`src/rtl/dmem_arbiter_if.sv`:
```
// Bus between the two L2 requesters, the data-memory arbiter and the memory port.
// The master side drives requests and memory read data; the slave side is the arbiter.
interface dmem_arbiter_if #(
    parameter int ADDR_W = 32,
    parameter int DATA_W = 32
);
    logic [1:0]        req_i;
    logic [1:0]        we_i;
    logic [ADDR_W-1:0] addr0_i;
    logic [ADDR_W-1:0] addr1_i;
    logic [DATA_W-1:0] wdata0_i;
    logic [DATA_W-1:0] wdata1_i;
    logic [1:0]        gnt_o;
    logic [1:0]        rvalid_o;
    logic [DATA_W-1:0] rdata_o;
    logic              busy_o;
    logic [6:0]        mem_opcode_o;
    logic [ADDR_W-1:0] mem_addr_o;
    logic [DATA_W-1:0] mem_wdata_o;
    logic [DATA_W-1:0] mem_rdata_i;

    modport master (
        output req_i, we_i, addr0_i, addr1_i, wdata0_i, wdata1_i, mem_rdata_i,
        input  gnt_o, rvalid_o, rdata_o, busy_o, mem_opcode_o, mem_addr_o, mem_wdata_o
    );

    modport slave (
        input  req_i, we_i, addr0_i, addr1_i, wdata0_i, wdata1_i, mem_rdata_i,
        output gnt_o, rvalid_o, rdata_o, busy_o, mem_opcode_o, mem_addr_o, mem_wdata_o
    );
endinterface

```
`src/rtl/dmem_arbiter.sv`:
```
// Two-requester round-robin data-memory arbiter: IDLE -> ACCESS (MEM_LAT cycles) -> RESP.
// All outputs are registered; requests are only sampled in IDLE and never queued.
module dmem_arbiter #(
    parameter int ADDR_W  = 32,
    parameter int DATA_W  = 32,
    parameter int MEM_LAT = 1
) (
    input  logic          clk,
    input  logic          reset,
    dmem_arbiter_if.slave bus
);
    typedef enum logic [1:0] {IDLE, ACCESS, RESP} state_t;

    localparam logic [6:0] OP_LOAD  = 7'b0000011;
    localparam logic [6:0] OP_STORE = 7'b0100011;
    localparam logic [3:0] LAT_LAST = 4'(MEM_LAT - 1);

    state_t            state_q, state_d;
    logic [3:0]        cnt_q, cnt_d;
    logic              win_q, win_d;
    logic              last_gnt_q, last_gnt_d;
    logic [1:0]        gnt_q, gnt_d;
    logic [1:0]        rvalid_q, rvalid_d;
    logic [DATA_W-1:0] rdata_q, rdata_d;
    logic              busy_q, busy_d;
    logic [6:0]        op_q, op_d;
    logic [ADDR_W-1:0] addr_q, addr_d;
    logic [DATA_W-1:0] wdata_q, wdata_d;
    logic              sel_w;

    // A lone request wins outright; on a tie the requester that did not win last time goes.
    function automatic logic pick(input logic [1:0] req, input logic last);
        logic w;
        case (req)
            2'b01:   w = 1'b0;
            2'b10:   w = 1'b1;
            default: w = ~last;
        endcase
        return w;
    endfunction

    function automatic logic [1:0] onehot(input logic w);
        return w ? 2'b10 : 2'b01;
    endfunction

    assign sel_w = pick(bus.req_i, last_gnt_q);

    always_comb begin
        state_d    = state_q;
        cnt_d      = cnt_q;
        win_d      = win_q;
        last_gnt_d = last_gnt_q;
        gnt_d      = 2'b00;
        rvalid_d   = 2'b00;
        rdata_d    = rdata_q;
        op_d       = op_q;
        addr_d     = addr_q;
        wdata_d    = wdata_q;
        case (state_q)
            IDLE: begin
                if (bus.req_i != 2'b00) begin
                    win_d      = sel_w;
                    last_gnt_d = sel_w;
                    gnt_d      = onehot(sel_w);
                    cnt_d      = 4'd0;
                    op_d       = (sel_w ? bus.we_i[1] : bus.we_i[0]) ? OP_STORE : OP_LOAD;
                    addr_d     = {(sel_w ? bus.addr1_i[ADDR_W-1:2] : bus.addr0_i[ADDR_W-1:2]), 2'b00};
                    wdata_d    = sel_w ? bus.wdata1_i : bus.wdata0_i;
                    state_d    = ACCESS;
                end
            end
            ACCESS: begin
                if (cnt_q == LAT_LAST) begin
                    // Stores complete with a zero result so rdata never shows stale load data.
                    rdata_d  = (op_q == OP_STORE) ? '0 : bus.mem_rdata_i;
                    rvalid_d = onehot(win_q);
                    op_d     = 7'd0;
                    addr_d   = '0;
                    wdata_d  = '0;
                    state_d  = RESP;
                end else begin
                    cnt_d = cnt_q + 4'd1;
                end
            end
            RESP:    state_d = IDLE;
            default: state_d = IDLE;
        endcase
        busy_d = (state_d != IDLE);
    end

    always_ff @(posedge clk) begin
        if (reset) begin
            state_q    <= IDLE;
            cnt_q      <= 4'd0;
            win_q      <= 1'b0;
            last_gnt_q <= 1'b1;
            gnt_q      <= 2'b00;
            rvalid_q   <= 2'b00;
            rdata_q    <= '0;
            busy_q     <= 1'b0;
            op_q       <= 7'd0;
            addr_q     <= '0;
            wdata_q    <= '0;
        end else begin
            state_q    <= state_d;
            cnt_q      <= cnt_d;
            win_q      <= win_d;
            last_gnt_q <= last_gnt_d;
            gnt_q      <= gnt_d;
            rvalid_q   <= rvalid_d;
            rdata_q    <= rdata_d;
            busy_q     <= busy_d;
            op_q       <= op_d;
            addr_q     <= addr_d;
            wdata_q    <= wdata_d;
        end
    end

    assign bus.gnt_o        = gnt_q;
    assign bus.rvalid_o     = rvalid_q;
    assign bus.rdata_o      = rdata_q;
    assign bus.busy_o       = busy_q;
    assign bus.mem_opcode_o = op_q;
    assign bus.mem_addr_o   = addr_q;
    assign bus.mem_wdata_o  = wdata_q;
endmodule

```
`src/flat_wrapper.sv`:
```
// flat-port wrapper written by rule: the top's interface ports become plain ports
module dmem_arbiter_flat 
#(
    parameter int ADDR_W  = 32,
    parameter int DATA_W  = 32,
    parameter int MEM_LAT = 1
)
  (clk, reset, bus_req_i, bus_we_i, bus_addr0_i, bus_addr1_i, bus_wdata0_i, bus_wdata1_i, bus_mem_rdata_i, bus_gnt_o, bus_rvalid_o, bus_rdata_o, bus_busy_o, bus_mem_opcode_o, bus_mem_addr_o, bus_mem_wdata_o);
  dmem_arbiter_if #(.ADDR_W(ADDR_W), .DATA_W(DATA_W)) bus_i ();
  input  logic clk;
  input  logic reset;
  input wire logic [$bits(bus_i.req_i)-1:0] bus_req_i;
  input wire logic [$bits(bus_i.we_i)-1:0] bus_we_i;
  input wire logic [$bits(bus_i.addr0_i)-1:0] bus_addr0_i;
  input wire logic [$bits(bus_i.addr1_i)-1:0] bus_addr1_i;
  input wire logic [$bits(bus_i.wdata0_i)-1:0] bus_wdata0_i;
  input wire logic [$bits(bus_i.wdata1_i)-1:0] bus_wdata1_i;
  input wire logic [$bits(bus_i.mem_rdata_i)-1:0] bus_mem_rdata_i;
  output wire logic [$bits(bus_i.gnt_o)-1:0] bus_gnt_o;
  output wire logic [$bits(bus_i.rvalid_o)-1:0] bus_rvalid_o;
  output wire logic [$bits(bus_i.rdata_o)-1:0] bus_rdata_o;
  output wire logic [$bits(bus_i.busy_o)-1:0] bus_busy_o;
  output wire logic [$bits(bus_i.mem_opcode_o)-1:0] bus_mem_opcode_o;
  output wire logic [$bits(bus_i.mem_addr_o)-1:0] bus_mem_addr_o;
  output wire logic [$bits(bus_i.mem_wdata_o)-1:0] bus_mem_wdata_o;
  assign bus_i.req_i = bus_req_i;
  assign bus_i.we_i = bus_we_i;
  assign bus_i.addr0_i = bus_addr0_i;
  assign bus_i.addr1_i = bus_addr1_i;
  assign bus_i.wdata0_i = bus_wdata0_i;
  assign bus_i.wdata1_i = bus_wdata1_i;
  assign bus_i.mem_rdata_i = bus_mem_rdata_i;
  assign bus_gnt_o = bus_i.gnt_o;
  assign bus_rvalid_o = bus_i.rvalid_o;
  assign bus_rdata_o = bus_i.rdata_o;
  assign bus_busy_o = bus_i.busy_o;
  assign bus_mem_opcode_o = bus_i.mem_opcode_o;
  assign bus_mem_addr_o = bus_i.mem_addr_o;
  assign bus_mem_wdata_o = bus_i.mem_wdata_o;
  dmem_arbiter #(.ADDR_W(ADDR_W), .DATA_W(DATA_W), .MEM_LAT(MEM_LAT)) u_core (.clk(clk), .reset(reset), .bus(bus_i));
endmodule
```
`config.mk`:
```
export PLATFORM = sky130hd
export DESIGN_NAME = dmem_arbiter_flat
export DESIGN_NICKNAME = d
export VERILOG_FILES = /design/src/rtl/dmem_arbiter_if.sv /design/src/rtl/dmem_arbiter.sv /design/src/flat_wrapper.sv
export SDC_FILE = /design/constraint.sdc
export NUM_CORES = 1
export LEC_CHECK = 0
export CAP_MARGIN = 20
export CORE_ASPECT_RATIO = 0.9
export CORE_MARGIN = 3
export CORE_UTILIZATION = 36
export CTS_CLUSTER_DIAMETER = 100
export DETAILED_ROUTE_END_ITERATION = 8
export GPL_ROUTABILITY_DRIVEN = 0
export PLACE_DENSITY = 0.81
export SYNTH_ARGS = -nofsm -noshare
export SYNTH_HDL_FRONTEND = slang
export SYNTH_SLANG_ARGS = --single-unit
```
`constraint.sdc`:
```
create_clock -name clk -period 2.25 [get_ports clk]
set_input_delay 0.225 -clock clk [delete_from_list [all_inputs] [get_ports clk]]
set_output_delay 0.225 -clock clk [all_outputs]
set_load 0.005 [all_outputs]
```
Word level (Yosys, flattened, before mapping)
Index checks and enable logic that the tools add are counted.
{"block": "word_totals", "out_inout_bits": 108, "register_bits": 116, "elab_cells": 57, "inputBits": 166}
{"block": "op_classes", "n_eq_ne": 7, "bitwise_logic": 5, "reduce_logical": 11, "addsub": 1, "muxes": 22}
{"op": "$mux 32", "count": 5}
{"op": "$pmux 32 s2", "count": 2}
{"op": "$mux 30", "count": 1}
{"op": "$mux 7", "count": 2}
{"op": "$pmux 7 s2", "count": 1}
{"op": "$mux 2", "count": 4}
{"op": "$mux 4", "count": 2}
{"op": "$pmux 4 s2", "count": 1}
{"op": "$eq 7x6->1 const B", "count": 1}
{"op": "$mux 6", "count": 1}
{"op": "$reduce_and 3->1", "count": 2}
{"op": "$reduce_bool 2->1", "count": 3}
{"op": "$reduce_or 3->1", "count": 2}
{"op": "$not 1->1", "count": 5}
{"op": "$add 4x1->4 const B", "count": 1}
{"op": "$eq 2x1->1 const B", "count": 2}
{"op": "$logic_not 4->1", "count": 1}
{"op": "$ne 2x1->1 const B", "count": 2}
{"op": "$pmux 2 s2", "count": 1}
{"op": "$reduce_and 2->1", "count": 2}
{"op": "$eq 2x2->1 const B", "count": 1}
{"op": "$logic_not 2->1", "count": 1}
{"op": "$ne 2x2->1 const B", "count": 1}
{"op": "$pmux 1 s2", "count": 1}
{"op": "$mux 1", "count": 1}

Logic depth before layout (Yosys ltp)
Gate-level depths: netlist of run 1.
{"block": "depth", "depth_word": 6, "depth_mapped": 8, "ltp_nobuf": 6}

Worst setup path after synthesis of run 1
OpenSTA, ideal clock, no wires.
{"block": "synth_path", "path_type": "reg-to-reg", "start": "register u_core.cnt_q[0]", "end": "register u_core.wdata_q[25], in the netlist u_core.bus.mem_wdata_o[25]", "setup_time_ns": 0.074, "arrival_time_ns": 1.505, "t_required_ns": 2.176, "period_less_slack_ns": 1.579, "n_path_buf": 1, "path_slack_ns": 0.671, "path_stages_with_launch": 8, "path_cell_list": "dfxtp_1 -> inv_1 -> ha_1 -> nor3b_4 -> a211oi_4 -> buf_6 -> nand2_1 -> o21ai_0"}
{"block": "synth_via", "elab_chain_cells": 3}
{"element": "from (decl)", "line_no": "dmem_arbiter.sv:19", "rtl": "logic [3:0] cnt_q, cnt_d;"}
{"element": "from (signal assigned)", "line_no": "dmem_arbiter.sv:106", "rtl": "cnt_q <= cnt_d;"}
{"element": "$logic_not 4->1", "line_no": "dmem_arbiter.sv:73", "rtl": "if (cnt_q == LAT_LAST) begin"}
{"element": "$ne 2x1->1 (no line)"}
{"element": "$reduce_and 3->1 (no line)"}
{"element": "to (signal assigned)", "line_no": "dmem_arbiter.sv:115", "rtl": "wdata_q <= wdata_d;"}
{"element": "to (decl)", "line_no": "dmem_arbiter.sv:28", "rtl": "logic [DATA_W-1:0] wdata_q, wdata_d;"}
No other way between the ends.
A chain may end at the register's enable or synchronous reset.

Final worst setup path of run 1
{"block": "layout_path", "start": "register u_core.cnt_q[0]", "end": "register u_core.rdata_q[10], in the netlist u_core.bus.rdata_o[10]"}
{"block": "layout_via", "elab_chain_cells": 2}
{"element": "$logic_not 4->1", "line_no": "dmem_arbiter.sv:73"}
{"element": "$reduce_and 2->1 (no line)"}
{"element": "to (signal assigned)", "line_no": "dmem_arbiter.sv:111", "rtl": "rdata_q <= rdata_d;"}
{"element": "to (decl)", "line_no": "dmem_arbiter.sv:24", "rtl": "logic [DATA_W-1:0] rdata_q, rdata_d;"}
No other way between the ends.

==> out/results.md, run 1 <==
| Group | Quantity | Reported |
|:---|:---|:---|
| drt | Final routed wirelength across all metal layers | 13,300 um |
| yosys | Dominant synthesized flop cell | sky130_fd_sc_hd__dfxtp_1 |
| yosys | Post-synthesis area per instance | 10.1 um2 |
| floorplanning | Starting utilization of the core area | 0.379 |
| floorplanning | Core Footprint | 11,200 um2 |
| global routing | Leftover overflow at the end of global routing | 0 |
| yosys | Instance count of the mapped netlist | 418 |
| yosys | Combined area of all synthesized cells | 4230 um2 |
| clock tree | Cts repair resizes | 0 |
| clock tree | CTS tree | done |
| timing | Accumulated negative setup slack | 0 ns |
| critical path | Startpoint of the lowest-slack register-to-register path | u_core.cnt_q[0] |
| timing | Count of endpoints failing hold in the final timing report | 0 |
| pwr | Switching power | 1.30 mW |
| pwr | Combinational share of power | 0.241 |
| critical path | Count of buffer and inverter cells on the critical path | 2 |
| place | HPWL after DPL | 10,500 um |
| critical path | Family with the most delay on the worst path | simple AND/OR/NAND/NOR gates |
| min path | Cell depth of the worst min-delay path | 1 |
| pwr | Fraction of power spent switching nets | 0.255 |
| timing | Final critical-path share of the clock period | 0.812 |
| yosys | Mux share of post-synthesis cell area | 0.149 |
| clock tree | TritonCTS Buffers | 9 |
| floorplanning | Row Count | 36 |
| final layout | Share of layout cells above drive strength 1 | 0.0516 |
| floorplanning | Floorplan die height | 109 um |
| min path | HP Class | reg -> reg |
| yosys | Cell with the most instances after synthesis | sky130_fd_sc_hd__dfxtp_1 |
| critical path | Maximum net fanout on the critical path | 32 |
| final layout | Sequential cell area | 2180 um2 |
| critical path | End point of the critical path | u_core.bus.rdata_o[10] |
| yosys | Sequential cell area fraction in the yosys report | 0.515 |
| yosys | Top cells by count, synth | 109 x sky130_fd_sc_hd__dfxtp_1, 67 x sky130_fd_sc_hd__nand2_1, 63 x sky130_fd_sc_hd__mux2i_1 |
| pwr | Cell-internal power | 3.78 mW |
| critical path | Cell-by-cell listing of the critical path | inv_1 -> ha_1 -> nor3b_4 -> nand3b_2 -> a21oi_2 -> buf_4 -> a22o_1 |
| timing | Setup-failing EPs final | 0 |
| critical path | Worst r2r path cells | 7 |
| pwr | Sequential Power Share | 0.440 |
| pwr | Total design power | 5.07 mW |
| final layout | Total inserted antenna cells | 0 |
| yosys | Number of distinct library cells after synthesis | 32 |
| status | Result of the run | complete, no violations |
| clock tree | Max Buffers Root-to-Sink | 2 |
| global routing | Global-route wire length before repair | 20,700 um |
| critical path | Worst Setup Start Kind | flop |
| drt | Detailed-route DRC error count | 0 |
| clock tree | Reg clk slew, reported paths | 0.07 ns |
| final layout | Multi-input logic area | 1830 um2 |
| global routing | Maximum number of pins on one net before global-route repair | 36 |
| critical path | Start-to-end type of the worst setup path | reg -> reg |
| yosys | Largest area contributor in the synthesized netlist | sky130_fd_sc_hd__dfxtp_1 |
| pwr | Power density over cell area | 696 nW/um2 |
| drt | Avg Vias per Cell | 4.78 |
| yosys | Basic-gate share of the synthesized area counting and, or, nand and nor cells | 0.0981 |
| floorplanning | Width of the die | 120 um |
| clock tree | Root Driver | sky130_fd_sc_hd__clkbuf_16 |
| pwr | Part of the power in the clock network | 0.319 |
| pwr | Static leakage | 3.05 nW |
| yosys | Synth Area in XOR/XNOR | 0 |
| floorplanning | Boundary Pins | 274 |
| drt | DRC marker count from the first detailed-route iteration | 186 |
| timing | Unrepaired setup endpoints after global routing | false |
| clock tree | Post-CTS setup buffers | 0 |
| final layout | Area added between synthesis and finish | 72.2% |
| clock tree | TritonCTS sink count | 109 |
| critical path | Worst path arrival time | 2.11 ns |
| clock tree | Post-cts hold buffer count | 0 |
| yosys | Fraction of post-synthesis cell area in the top cell type by area | 0.515 |
| critical path | R2r endpoint | u_core.bus.rdata_o[10] |
| critical path | Longest individual stage delay on the worst path | 0.35 ns |
| global routing | Initial antenna violation count | 0 |
| floorplanning | Die Area | 13,100 um2 |
| yosys | Async set-or-reset flop fraction in the synthesized netlist | 0 |
| critical path | Path length in cells of the critical path | 7 |
| global routing | Total global routing track utilization | 0.201 |
| job | Max Cap Violations | 0 |
| clock tree | Latest clock arrival within the worst-skew pair | 0.35 ns |
| critical path | Worst-case register-to-register setup slack | 0.42 ns |
| timing | Maximum clock skew at final layout | 0.00427 ns |
| yosys | Synth top area cells | sky130_fd_sc_hd__dfxtp_1 52%, sky130_fd_sc_hd__mux2i_1 15%, sky130_fd_sc_hd__o21ai_0 7.1%, sky130_fd_sc_hd__a22o_1 6.6%, sky130_fd_sc_hd__nand2_1 5.9% |
| timing | Maximum achievable frequency | 547 MHz |
| critical path | Critical Path Sink Type | flop |
| drt | Detail Route Antenna Nets | 0 |
| pwr | Peak supply drop | 456 uV |
| drt | Via count of the routed design | 3,967 |
| critical path | Critical Path RT | 2.53 ns |
| critical path | Standard cell with the maximum stage delay on the critical path | sky130_fd_sc_hd__dfxtp_1 |
| final layout | Fill cell instance count of the final layout | 921 |
| critical path | Critical Path Start | u_core.cnt_q[0] |
| global routing | Vias in the first global route | 4,070 |
| timing | Min Clock Period, post-route | 1.83 ns |
| yosys | Synth warnings | 0 |
| yosys | Post-synthesis sequential element count | 109 |
| final layout | Final Net Count | 843 |
| yosys | Combinational family with the most area after synthesis | compound AO/OA/AOI/OAI gates |
| yosys | Fraction of the mapped netlist area in adder cells | 0.0118 |
| drt | Post-DR wirelength/cell | 16.0 um |
| timing | Number of max-slew violations in the final report | 0 |
| yosys | Fraction of the mapped netlist area in compound gates | 0.165 |
| clock tree | H-tree Lvls | 3 |
| place | Number of buffers inserted by port buffering | 263 |
| yosys | Number of enable flip-flop cells after synthesis | 0 |
| drt | First-pass iteration count of the detailed router | 4 |
-- power groups by stage --
| stage | clock network, mW | logic, mW | registers [mW] |
|---|---|---|---|
| 2_1_floorplan | 0 | 0.451 | 2.28 |
| 3_5_place_dp | 0 | 1.23 | 2.28 |
| 3_3_place_gp | 0 | 1.20 | 2.26 |
| 5_1_grt | 1.76 | 1.32 | 2.26 |
| 6_report | 1.62 | 1.22 | 2.23 |
| 4_1_cts | 1.68 | 1.24 | 2.23 |
-- state kept, by name, indices dropped and copies added, names as in the netlist --
register,count
u_core.bus.rvalid_o,2
u_core.bus.busy_o,1
u_core.last_gnt_q,1
u_core.state_q,2
u_core.bus.mem_addr_o,30
u_core.bus.mem_opcode_o,2
u_core.win_q,1
u_core.bus.rdata_o,32
u_core.bus.mem_wdata_o,32
u_core.bus.gnt_o,2
u_core.cnt_q,4
-- through the flow --
step	setup slack (ns)	util	cells	cell area, um2	hold slack, ns
2_1_floorplan	0.671	-	423	4250	0.351
3_3_place_gp	0.173	0.625	814	6980	0.430
3_5_place_dp	0.0951	0.625	814	6980	0.439
4_1_cts	0.445	0.653	830	7290	0.447
5_1_grt	0.273	0.653	830	7290	0.456
6_report	0.423	0.653	830	7290	0.447
-- routing by layer --
layer | global-route usage | wire length, um | vias up | part of all wire
li1 | - | - | 1950 | -
met1 | 0.213 | 4930 | 1825 | 0.37
met5 | 0 | 0 | - | 0
met2 | 0.362 | 6860 | 163 | 0.52
met4 | 0.0793 | 337 | 0 | 0.025
met3 | 0.0788 | 1140 | 29 | 0.086
-- final cells by class --
class                   count  share of cell area
well taps                 152              0.0261
clock inverters             7              0.0115
repair buffers            273               0.378
multi-input cells         274               0.251
flip-flops and latches    109               0.299
inverters                   6             0.00309
clock buffers               9              0.0309
-- placed cells by master (no fill, tap or decap), drive strengths merged, types with 7 or more instances in the layout --
cell type      netlist  final
dfxtp              109    109
mux2i               63     63
nor2                 9      9
inv                  6      8
buf                 27     10
a21oi                7      7
clkdlybuf4s50        0    263
a22o                32     32
nand2               67     67
clkbuf               7      9
o21ai               67     67
-- cell families after synthesis --
family | Yosys count
buf+inv | 40
mux | 63
fa+ha+maj | 4
simple gates | 91
other cells | 1
compound gates | 110
flops | 109
-- how the worst min path moves through the flow --
| stage | endpoint | startpoint |
|---|---|---|
| finish | u_core.bus.rvalid_o[0] | u_core.win_q |
| global route | u_core.bus.rdata_o[28] | bus_mem_rdata_i[28] |
| CTS | u_core.bus.rdata_o[16] | bus_mem_rdata_i[16] |
| detailed placement | u_core.bus.rvalid_o[0] | u_core.win_q |
| global placement | u_core.bus.rvalid_o[0] | u_core.win_q |
| floorplan | u_core.bus.rdata_o[10] | bus_mem_rdata_i[10] |
Note: power is estimated with default switching activity, not from simulation.
==> run 2: changes to the inputs <==
- CORE_UTILIZATION: 36 -> 33
- PLACE_DENSITY: 0.81 -> 0.78
- clock period: 2.25 -> 1.53 ns (I/O delays scaled with it)
==> run 2 against run 1 <==
  * The run now ends with setup timing left
  * Largest cell class unchanged
  * Maximum frequency is 13% higher
  * Die area is 8.6% higher
  * Global-route usage is 1.3 points lower
  * Total power is 63% higher
  * Clock power is 59% higher
  * Hold slack worse by 0.057 ns
  * Sequential share of layout area is 3.4 points lower
  * Clock skew is 0.0052 ns higher
  * Critical path type unchanged
  * Count of clock-buffer cells in the layout is 1 higher
  * Critical path depth stayed put
  * Design area is 13% higher
  * Flip-flop and latch count stayed put
==> out/results.md, run 2 (synthesis results as in run 1) <==
| Group | Quantity | Reported | Change |
|:---|:---|:---|:---|
| clock tree | H-tree Lvls | 3 | unchanged |
| status | Result of the run | finished, violations left | was complete, no violations |
| global routing | Total global routing track utilization | 0.188 | was 0.201 |
| clock tree | CTS tree | done | unchanged |
| global routing | Global-route wire length before repair | 21,500 um | was 20,700 um |
| final layout | Core occupancy in the finished layout | 0.670 | was 0.653 |
| clock tree | TritonCTS sink count | 109 | unchanged |
| timing | Worst hold margin | 0.390 ns | was 0.447 ns |
| critical path | Critical Path Sink Type | flop | unchanged |
| timing | Setup-failing EPs final | 83 | was 0 |
| place | Number of buffers inserted by port buffering | 263 | unchanged |
| clock tree | Root Driver | sky130_fd_sc_hd__clkbuf_16 | unchanged |
| status | Violations in the final reports | setup timing |  |
| global routing | Vias in the first global route | 4,307 | was 4,070 |
| drt | Avg Vias per Cell | 4.82 | was 4.78 |
| floorplanning | Starting utilization of the core area | 0.344 | was 0.379 |
| drt | DRC marker count from the first detailed-route iteration | 168 | was 186 |
| critical path | Critical Path Start | u_core.cnt_q[0] | unchanged |
| min path | HP Class | in -> reg | was reg -> reg |
| timing | Final critical-path share of the clock period | 1.06 | was 0.812 |
| floorplanning | Row Count | 38 | was 36 |
| floorplanning | Boundary Pins | 274 | unchanged |
| floorplanning | Floorplan die height | 113 um | was 109 um |
| place | Placed inst area | 7200 um2 | was 6980 um2 |
| critical path | R2r endpoint | u_core.bus.rdata_o[23] | was u_core.bus.rdata_o[10] |
| drt | Via count of the routed design | 4,237 | was 3,967 |
| clock tree | Max Buffers Root-to-Sink | 2 | unchanged |
| pwr | Peak supply drop | 791 uV | was 456 uV |
| floorplanning | Core Footprint | 12,300 um2 | was 11,200 um2 |
| drt | First-pass iteration count of the detailed router | 4 | unchanged |
| timing | Maximum clock skew at final layout | 0.00945 ns | was 0.00427 ns |
| place | HPWL after DPL | 10,700 um | was 10,500 um |
| pwr | Power density over cell area | 1000 nW/um2 | was 696 nW/um2 |
| critical path | Family with the most delay on the worst path | buffers and inverters | was simple AND/OR/NAND/NOR gates |
| timing | Unrepaired setup endpoints after global routing | true | was false |
| global routing | Maximum number of pins on one net before global-route repair | 36 | unchanged |
| global routing | Initial antenna violation count | 0 | unchanged |
| critical path | Startpoint of the lowest-slack register-to-register path | u_core.cnt_q[0] | unchanged |
| clock tree | Post-cts hold buffer count | 0 | unchanged |
| job | Max Cap Violations | 0 | unchanged |
| clock tree | Latest clock arrival within the worst-skew pair | 0.35 ns | about the same |
| final layout | Leading cell types in the layout, fill and taps excluded | 261 x sky130_fd_sc_hd__clkdlybuf4s50_1, 104 x sky130_fd_sc_hd__dfxtp_1, 63 x sky130_fd_sc_hd__mux2i_1 | was 263 x sky130_fd_sc_hd__clkdlybuf4s50_1, 109 x sky130_fd_sc_hd__dfxtp_1, 67 x sky130_fd_sc_hd__nand2_1 |
| drt | Detailed-route DRC error count | 0 | unchanged |
| floorplanning | Width of the die | 125 um | was 120 um |
| critical path | End point of the critical path | u_core.bus.rdata_o[23] | was u_core.bus.rdata_o[10] |
| pwr | Total design power | 8.26 mW | was 5.07 mW |
| place | Setup slack at placement | -0.535 ns | was 0.0951 ns |
| critical path | Longest individual stage delay on the worst path | 0.33 ns | was 0.35 ns |
| critical path | Standard cell with the maximum stage delay on the critical path | sky130_fd_sc_hd__dfxtp_2 | was sky130_fd_sc_hd__dfxtp_1 |
| timing | Min Clock Period, post-route | 1.62 ns | was 1.83 ns |
| timing | Number of max-slew violations in the final report | 0 | unchanged |
| final layout | Final Net Count | 884 | was 843 |
| critical path | Critical Path RT | 1.77 ns | was 2.53 ns |
| clock tree | Reg clk slew, reported paths | 0.08 ns | was 0.07 ns |
| drt | Final routed wirelength across all metal layers | 15,500 um | was 13,300 um |
| floorplanning | Die Area | 14,200 um2 | was 13,100 um2 |
| pwr | Static leakage | 3.62 nW | was 3.05 nW |
| drt | Detail Route Antenna Nets | 0 | unchanged |
| timing | Setup ws final | -0.0891 ns | was 0.423 ns |
| critical path | Worst Setup Start Kind | flop | unchanged |
| final layout | Summed area of non-filler cells in the final layout | 8250 um2 | was 7290 um2 |
| final layout | Total inserted antenna cells | 0 | unchanged |
| critical path | Cell-by-cell listing of the critical path | inv_2 -> ha_4 -> nor3b_4 -> buf_4 -> a21oi_4 -> clkbuf_16 -> a22o_1 | was inv_1 -> ha_1 -> nor3b_4 -> nand3b_2 -> a21oi_2 -> buf_4 -> a22o_1 |
| final layout | Area added between synthesis and finish | 94.9% | was 72.2% |
| critical path | Worst r2r path cells | 7 | unchanged |
| timing | Maximum achievable frequency | 618 MHz | was 547 MHz |
| critical path | Worst-case register-to-register setup slack | -0.09 ns | was 0.42 ns |
| final layout | Fill cell instance count of the final layout | 920 | was 921 |
| drt | Post-DR wirelength/cell | 17.7 um | was 16.0 um |
| clock tree | TritonCTS Buffers | 9 | unchanged |
| final layout | Share of layout cells above drive strength 1 | 0.206 | was 0.0516 |
| timing | Count of endpoints failing hold in the final timing report | 0 | unchanged |
| final layout | Most common cell after layout, fill and taps aside | sky130_fd_sc_hd__clkdlybuf4s50_1 | unchanged |
| global routing | Leftover overflow at the end of global routing | 0 | unchanged |
| critical path | Count of buffer and inverter cells on the critical path | 3 | was 2 |
| critical path | Worst path arrival time | 1.86 ns | was 2.11 ns |
| critical path | Path length in cells of the critical path | 7 | unchanged |
| critical path | Maximum net fanout on the critical path | 8 | was 32 |
| critical path | Start-to-end type of the worst setup path | reg -> reg | unchanged |
## run 2: cell types whose count changed in the layout (fill, tap and decap cells not counted), sizes merged, moves of 2 or more
cell / delta
clkdlybuf4s50: -2
buf: +31
dlygate4sd2: +2
clkbuf: +10
## run 2: metal layers
layer	up-vias	track usage	wire, um
met5	-	0	0
met4	0	0.0506	288
met3	24	0.0758	1130
met2	168	0.344	7940
met1	2005	0.204	6190
li1	2040	-	-
## run 2: worst min-delay path by stage
stage / startpoint / slack, ns / cells past startpoint / end
floorplan: bus_mem_rdata_i[10] / 0.28 / 1 / u_core.bus.rdata_o[10]
global placement: u_core.win_q / 0.42 / 1 / u_core.bus.rvalid_o[0]
detailed placement: u_core.win_q / 0.43 / 1 / u_core.bus.rvalid_o[0]
CTS: bus_mem_rdata_i[7] / 0.38 / 2 / u_core.bus.rdata_o[7]
global route: bus_mem_rdata_i[6] / 0.39 / 2 / u_core.bus.rdata_o[6]
finish: bus_mem_rdata_i[7] / 0.39 / 2 / u_core.bus.rdata_o[7]
## run 2: cell type report
cell class	count	area, um2	share of cell area
sequential	109	2190	0.265
inverter	6	22.5	0.00273
clock inverter	6	91.3	0.0111
tap	160	200	0.0243
multi-input combinational	274	2100	0.254
clock buffer	10	239	0.0290
timing repair buffer	314	3410	0.414
## run 2: timing repair
action	4_1_cts	5_1_grt
endpoints found under the setup margin	95	98
cloned	4	12
pin swaps	2	81
resized for setup	29	129
setup buffers	5	3
## run 2: stage by stage
step                setup TNS (ns)  cells
CTS                          -2.48    865
finish                       -3.51    879
global route                 -8.78    879
global placement            -30.37    840
floorplan                        0    423
detailed placement          -33.37    840
## run 2: worst reg2reg max path, delay by kind of cell, from the launching register on
| kind | cells | cell delay [ns] |
|---|---|---|
| flops | 1 | 0.33 |
| compound gates | 2 | 0.31 |
| simple gates | 1 | 0.31 |
| fa+ha+maj | 1 | 0.12 |
| buf+inv | 3 | 0.45 |
## run 2: where the power goes
group | internal [mW] | switching [mW] | total [mW] | leakage [nW]
registers | 3.13 | 0.206 | 3.33 | 0.897
clock network | 1.49 | 1.08 | 2.57 | 0.163
logic | 1.50 | 0.852 | 2.35 | 2.55
==> run 3: changes to the inputs <==
- CORE_UTILIZATION: 33 -> 34
- CTS_BUF_LIST: default -> sky130_fd_sc_hd__clkbuf_4 sky130_fd_sc_hd__clkbuf_8
- PLACE_DENSITY: 0.78 -> 0.8
- SLEW_MARGIN: default -> 15
==> run 3 against run 2 <==
  * The run still ends with setup timing left
  * Final cell count is 1.3% lower
  * First-iteration DRC count rose by 22%
  * Combinational power about the same
  * Clock skew grew 0.0020 ns
  * Critical path depth unchanged
  * Total power fell by 10%
  * Critical path type unchanged
  * Largest cell class unchanged
  * Highest routed layer unchanged
==> out/results.md, run 3 (synthesis results as in run 1) <==
| Group | Quantity | Reported | Change |
|:---|:---|:---|:---|
| critical path | Worst path arrival time | 1.92 ns | was 1.86 ns |
| place | Cell Count Post-Placement | 827 | was 840 |
| status | Result of the run | finished, violations left | unchanged |
| critical path | Longest individual stage delay on the worst path | 0.34 ns | was 0.33 ns |
| timing | Setup ws final | -0.106 ns | was -0.0891 ns |
| final layout | Leading cell types in the layout, fill and taps excluded | 259 x sky130_fd_sc_hd__clkdlybuf4s50_1, 104 x sky130_fd_sc_hd__dfxtp_1, 62 x sky130_fd_sc_hd__mux2i_1 | was 261 x sky130_fd_sc_hd__clkdlybuf4s50_1, 104 x sky130_fd_sc_hd__dfxtp_1, 63 x sky130_fd_sc_hd__mux2i_1 |
| drt | Via count of the routed design | 4,243 | was 4,237 |
| clock tree | Max Buffers Root-to-Sink | 2 | unchanged |
| drt | Final routed wirelength across all metal layers | 15,700 um | was 15,500 um |
| pwr | Power density over cell area | 903 nW/um2 | was 1000 nW/um2 |
| critical path | Count of buffer and inverter cells on the critical path | 3 | unchanged |
| floorplanning | Row Count | 38 | unchanged |
| critical path | Cell-by-cell listing of the critical path | inv_2 -> ha_4 -> nor3b_4 -> buf_6 -> a21oi_4 -> clkbuf_16 -> a22o_1 | was inv_2 -> ha_4 -> nor3b_4 -> buf_4 -> a21oi_4 -> clkbuf_16 -> a22o_1 |
| pwr | Switching power | 2.18 mW | was 2.14 mW |
| clock tree | TritonCTS Buffers | 9 | unchanged |
| global routing | Initial antenna violation count | 0 | unchanged |
| drt | First-pass iteration count of the detailed router | 5 | was 4 |
| final layout | Most common cell after layout, fill and taps aside | sky130_fd_sc_hd__clkdlybuf4s50_1 | unchanged |
| floorplanning | Die Area | 13,800 um2 | was 14,200 um2 |
| clock tree | TritonCTS sink count | 109 | unchanged |
| status | Violations in the final reports | setup timing | unchanged |
| pwr | Cell-internal power | 5.23 mW | was 6.12 mW |
| critical path | Family with the most delay on the worst path | buffers and inverters | unchanged |
| final layout | Area added between synthesis and finish | 93.7% | was 94.9% |
| final layout | Summed area of non-filler cells in the final layout | 8200 um2 | was 8250 um2 |
| global routing | Global-route wire length before repair | 21,500 um | about the same |
| pwr | Part of the power in the clock network | 0.225 | was 0.312 |
| drt | DRC marker count from the first detailed-route iteration | 205 | was 168 |
| critical path | Critical Path Sink Type | flop | unchanged |
| place | Placed inst area | 7080 um2 | was 7200 um2 |
| critical path | Maximum net fanout on the critical path | 8 | unchanged |
| job | Max Cap Violations | 0 | unchanged |
| drt | Avg Vias per Cell | 4.89 | was 4.82 |
| floorplanning | Core Footprint | 12,100 um2 | was 12,300 um2 |
| pwr | Peak supply drop | 645 uV | was 791 uV |
| final layout | Final Net Count | 873 | was 884 |
| clock tree | H-tree Lvls | 3 | unchanged |
| timing | Maximum achievable frequency | 611 MHz | was 618 MHz |
| clock tree | CTS tree | done | unchanged |
| final layout | Fin cells | 868 | was 879 |
| critical path | Critical Path RT | 1.81 ns | was 1.77 ns |
| clock tree | Root Driver | sky130_fd_sc_hd__clkbuf_8 | was sky130_fd_sc_hd__clkbuf_16 |
| global routing | Total global routing track utilization | 0.198 | was 0.188 |
| global routing | Leftover overflow at the end of global routing | 0 | unchanged |
| timing | Setup-failing EPs final | 81 | was 83 |
| timing | Final critical-path share of the clock period | 1.07 | was 1.06 |
| place | Number of buffers inserted by port buffering | 263 | unchanged |
| drt | Post-DR wirelength/cell | 18.1 um | was 17.7 um |
| floorplanning | Floorplan die height | 112 um | was 113 um |
| critical path | Standard cell with the maximum stage delay on the critical path | sky130_fd_sc_hd__dfxtp_2 | unchanged |
| final layout | Share of layout cells above drive strength 1 | 0.232 | was 0.206 |
| clock tree | Latest clock arrival within the worst-skew pair | 0.38 ns | was 0.35 ns |
| pwr | Static leakage | 3.71 nW | was 3.62 nW |
| timing | Worst hold margin | 0.350 ns | was 0.390 ns |
| place | HPWL after DPL | 9880 um | was 10,700 um |
| clock tree | Reg clk slew, reported paths | 0.11 ns | was 0.08 ns |
| final layout | Total inserted antenna cells | 0 | unchanged |
| clock tree | Post-cts hold buffer count | 0 | unchanged |
| global routing | Vias in the first global route | 4,258 | was 4,307 |
| pwr | Fraction of power spent switching nets | 0.294 | was 0.259 |
| timing | Unrepaired setup endpoints after global routing | true | unchanged |
| global routing | Maximum number of pins on one net before global-route repair | 35 | was 36 |
| timing | Number of max-slew violations in the final report | 0 | unchanged |
| floorplanning | Boundary Pins | 274 | unchanged |
| drt | Detailed-route DRC error count | 0 | unchanged |
| floorplanning | Width of the die | 124 um | was 125 um |
| critical path | Worst Setup Start Kind | flop | unchanged |
| pwr | Combinational share of power | 0.322 | was 0.285 |
| pwr | Sequential Power Share | 0.453 | was 0.404 |
| min path | HP Class | in -> reg | unchanged |
| timing | Min Clock Period, post-route | 1.64 ns | was 1.62 ns |
| timing | Count of endpoints failing hold in the final timing report | 0 | unchanged |
| floorplanning | Starting utilization of the core area | 0.349 | was 0.344 |
| timing | Maximum clock skew at final layout | 0.0115 ns | was 0.00945 ns |
| critical path | Start-to-end type of the worst setup path | reg -> reg | unchanged |
| pwr | Total design power | 7.41 mW | was 8.26 mW |
| drt | Detail Route Antenna Nets | 0 | unchanged |
[run 3: changes by cell type in the layout (fill, tap and decap cells not counted), moves of 8 or more]
cell | previous run | this run
sky130_fd_sc_hd__buf_4 | 21 | 9
sky130_fd_sc_hd__clkbuf_16 | 18 | 7
sky130_fd_sc_hd__clkbuf_8 | 1 | 9
sky130_fd_sc_hd__nand2_1 | 18 | 5
sky130_fd_sc_hd__nand2_4 | 14 | 28
sky130_fd_sc_hd__o21ai_1 | 53 | 44
sky130_fd_sc_hd__o21ai_2 | 10 | 21
[run 3: area by class of cell]
cell class / count / area, um2
fillers: 880 / 3920
repair buffers: 303 / 3340
multi-input cells: 274 / 2260
flip-flops and latches: 109 / 2190
well taps: 160 / 200
clock buffers: 9 / 124
clock inverters: 7 / 60.1
inverters: 6 / 22.5
[run 3: power groups by stage]
stage	clock network, mW	registers, mW	logic, mW
6_report	1.67	3.36	2.38
5_1_grt	1.81	3.39	2.53
4_1_cts	1.71	3.28	2.11
3_5_place_dp	0	3.34	1.84
3_3_place_gp	0	3.33	1.80
2_1_floorplan	0	3.36	0.663
[run 3: final timing paths]
| check | endpoint | slack, ns | startpoint | cells after the start |
|---|---|---|---|---|
| worst max register to register | u_core.bus.rdata_o[17] | -0.11 | u_core.cnt_q[0] | 7 |
| worst min-delay path | u_core.bus.rdata_o[28] | 0.35 | bus_mem_rdata_i[28] | 2 |
| worst min register to register | u_core.bus.rvalid_o[0] | 0.45 | u_core.win_q | 1 |
| worst max-delay path | u_core.bus.rdata_o[17] | -0.11 | u_core.cnt_q[0] | 7 |
[run 3: worst reg2reg max path, delay by kind of cell, from the launching register on]
family | cells | cell delay, ns
AOI/OAI and AO/OA | 2 | 0.32
and+or+nand+nor | 1 | 0.32
DFF | 1 | 0.34
adders and majority gates | 1 | 0.13
buffers and inverters | 3 | 0.42
[run 3: stage by stage]
stage	TNS (ns)	setup slack [ns]	utilization
after global routing	-10.95	-0.169	0.676
after floorplan	0	0.00791	-
after CTS	-1.05	-0.0558	0.627
after global placement	-29.41	-0.485	0.584
after detailed placement	-33.45	-0.564	0.584
final	-5.07	-0.106	0.676
[run 3: what timing repair did]
action	in CTS	in global routing
buffers inserted	9	2
gates cloned	7	8
pin swaps	3	64
resized for setup	25	182
endpoints found under the setup margin	97	99
[run 3: routing by layer]
layer / track usage / up-vias / part of all wire
li1: - / 2025 / -
met1: 0.225 / 2005 / 0.39
met2: 0.342 / 183 / 0.50
met3: 0.0747 / 30 / 0.089
met4: 0.0605 / 0 / 0.022
met5: 0 / - / 0
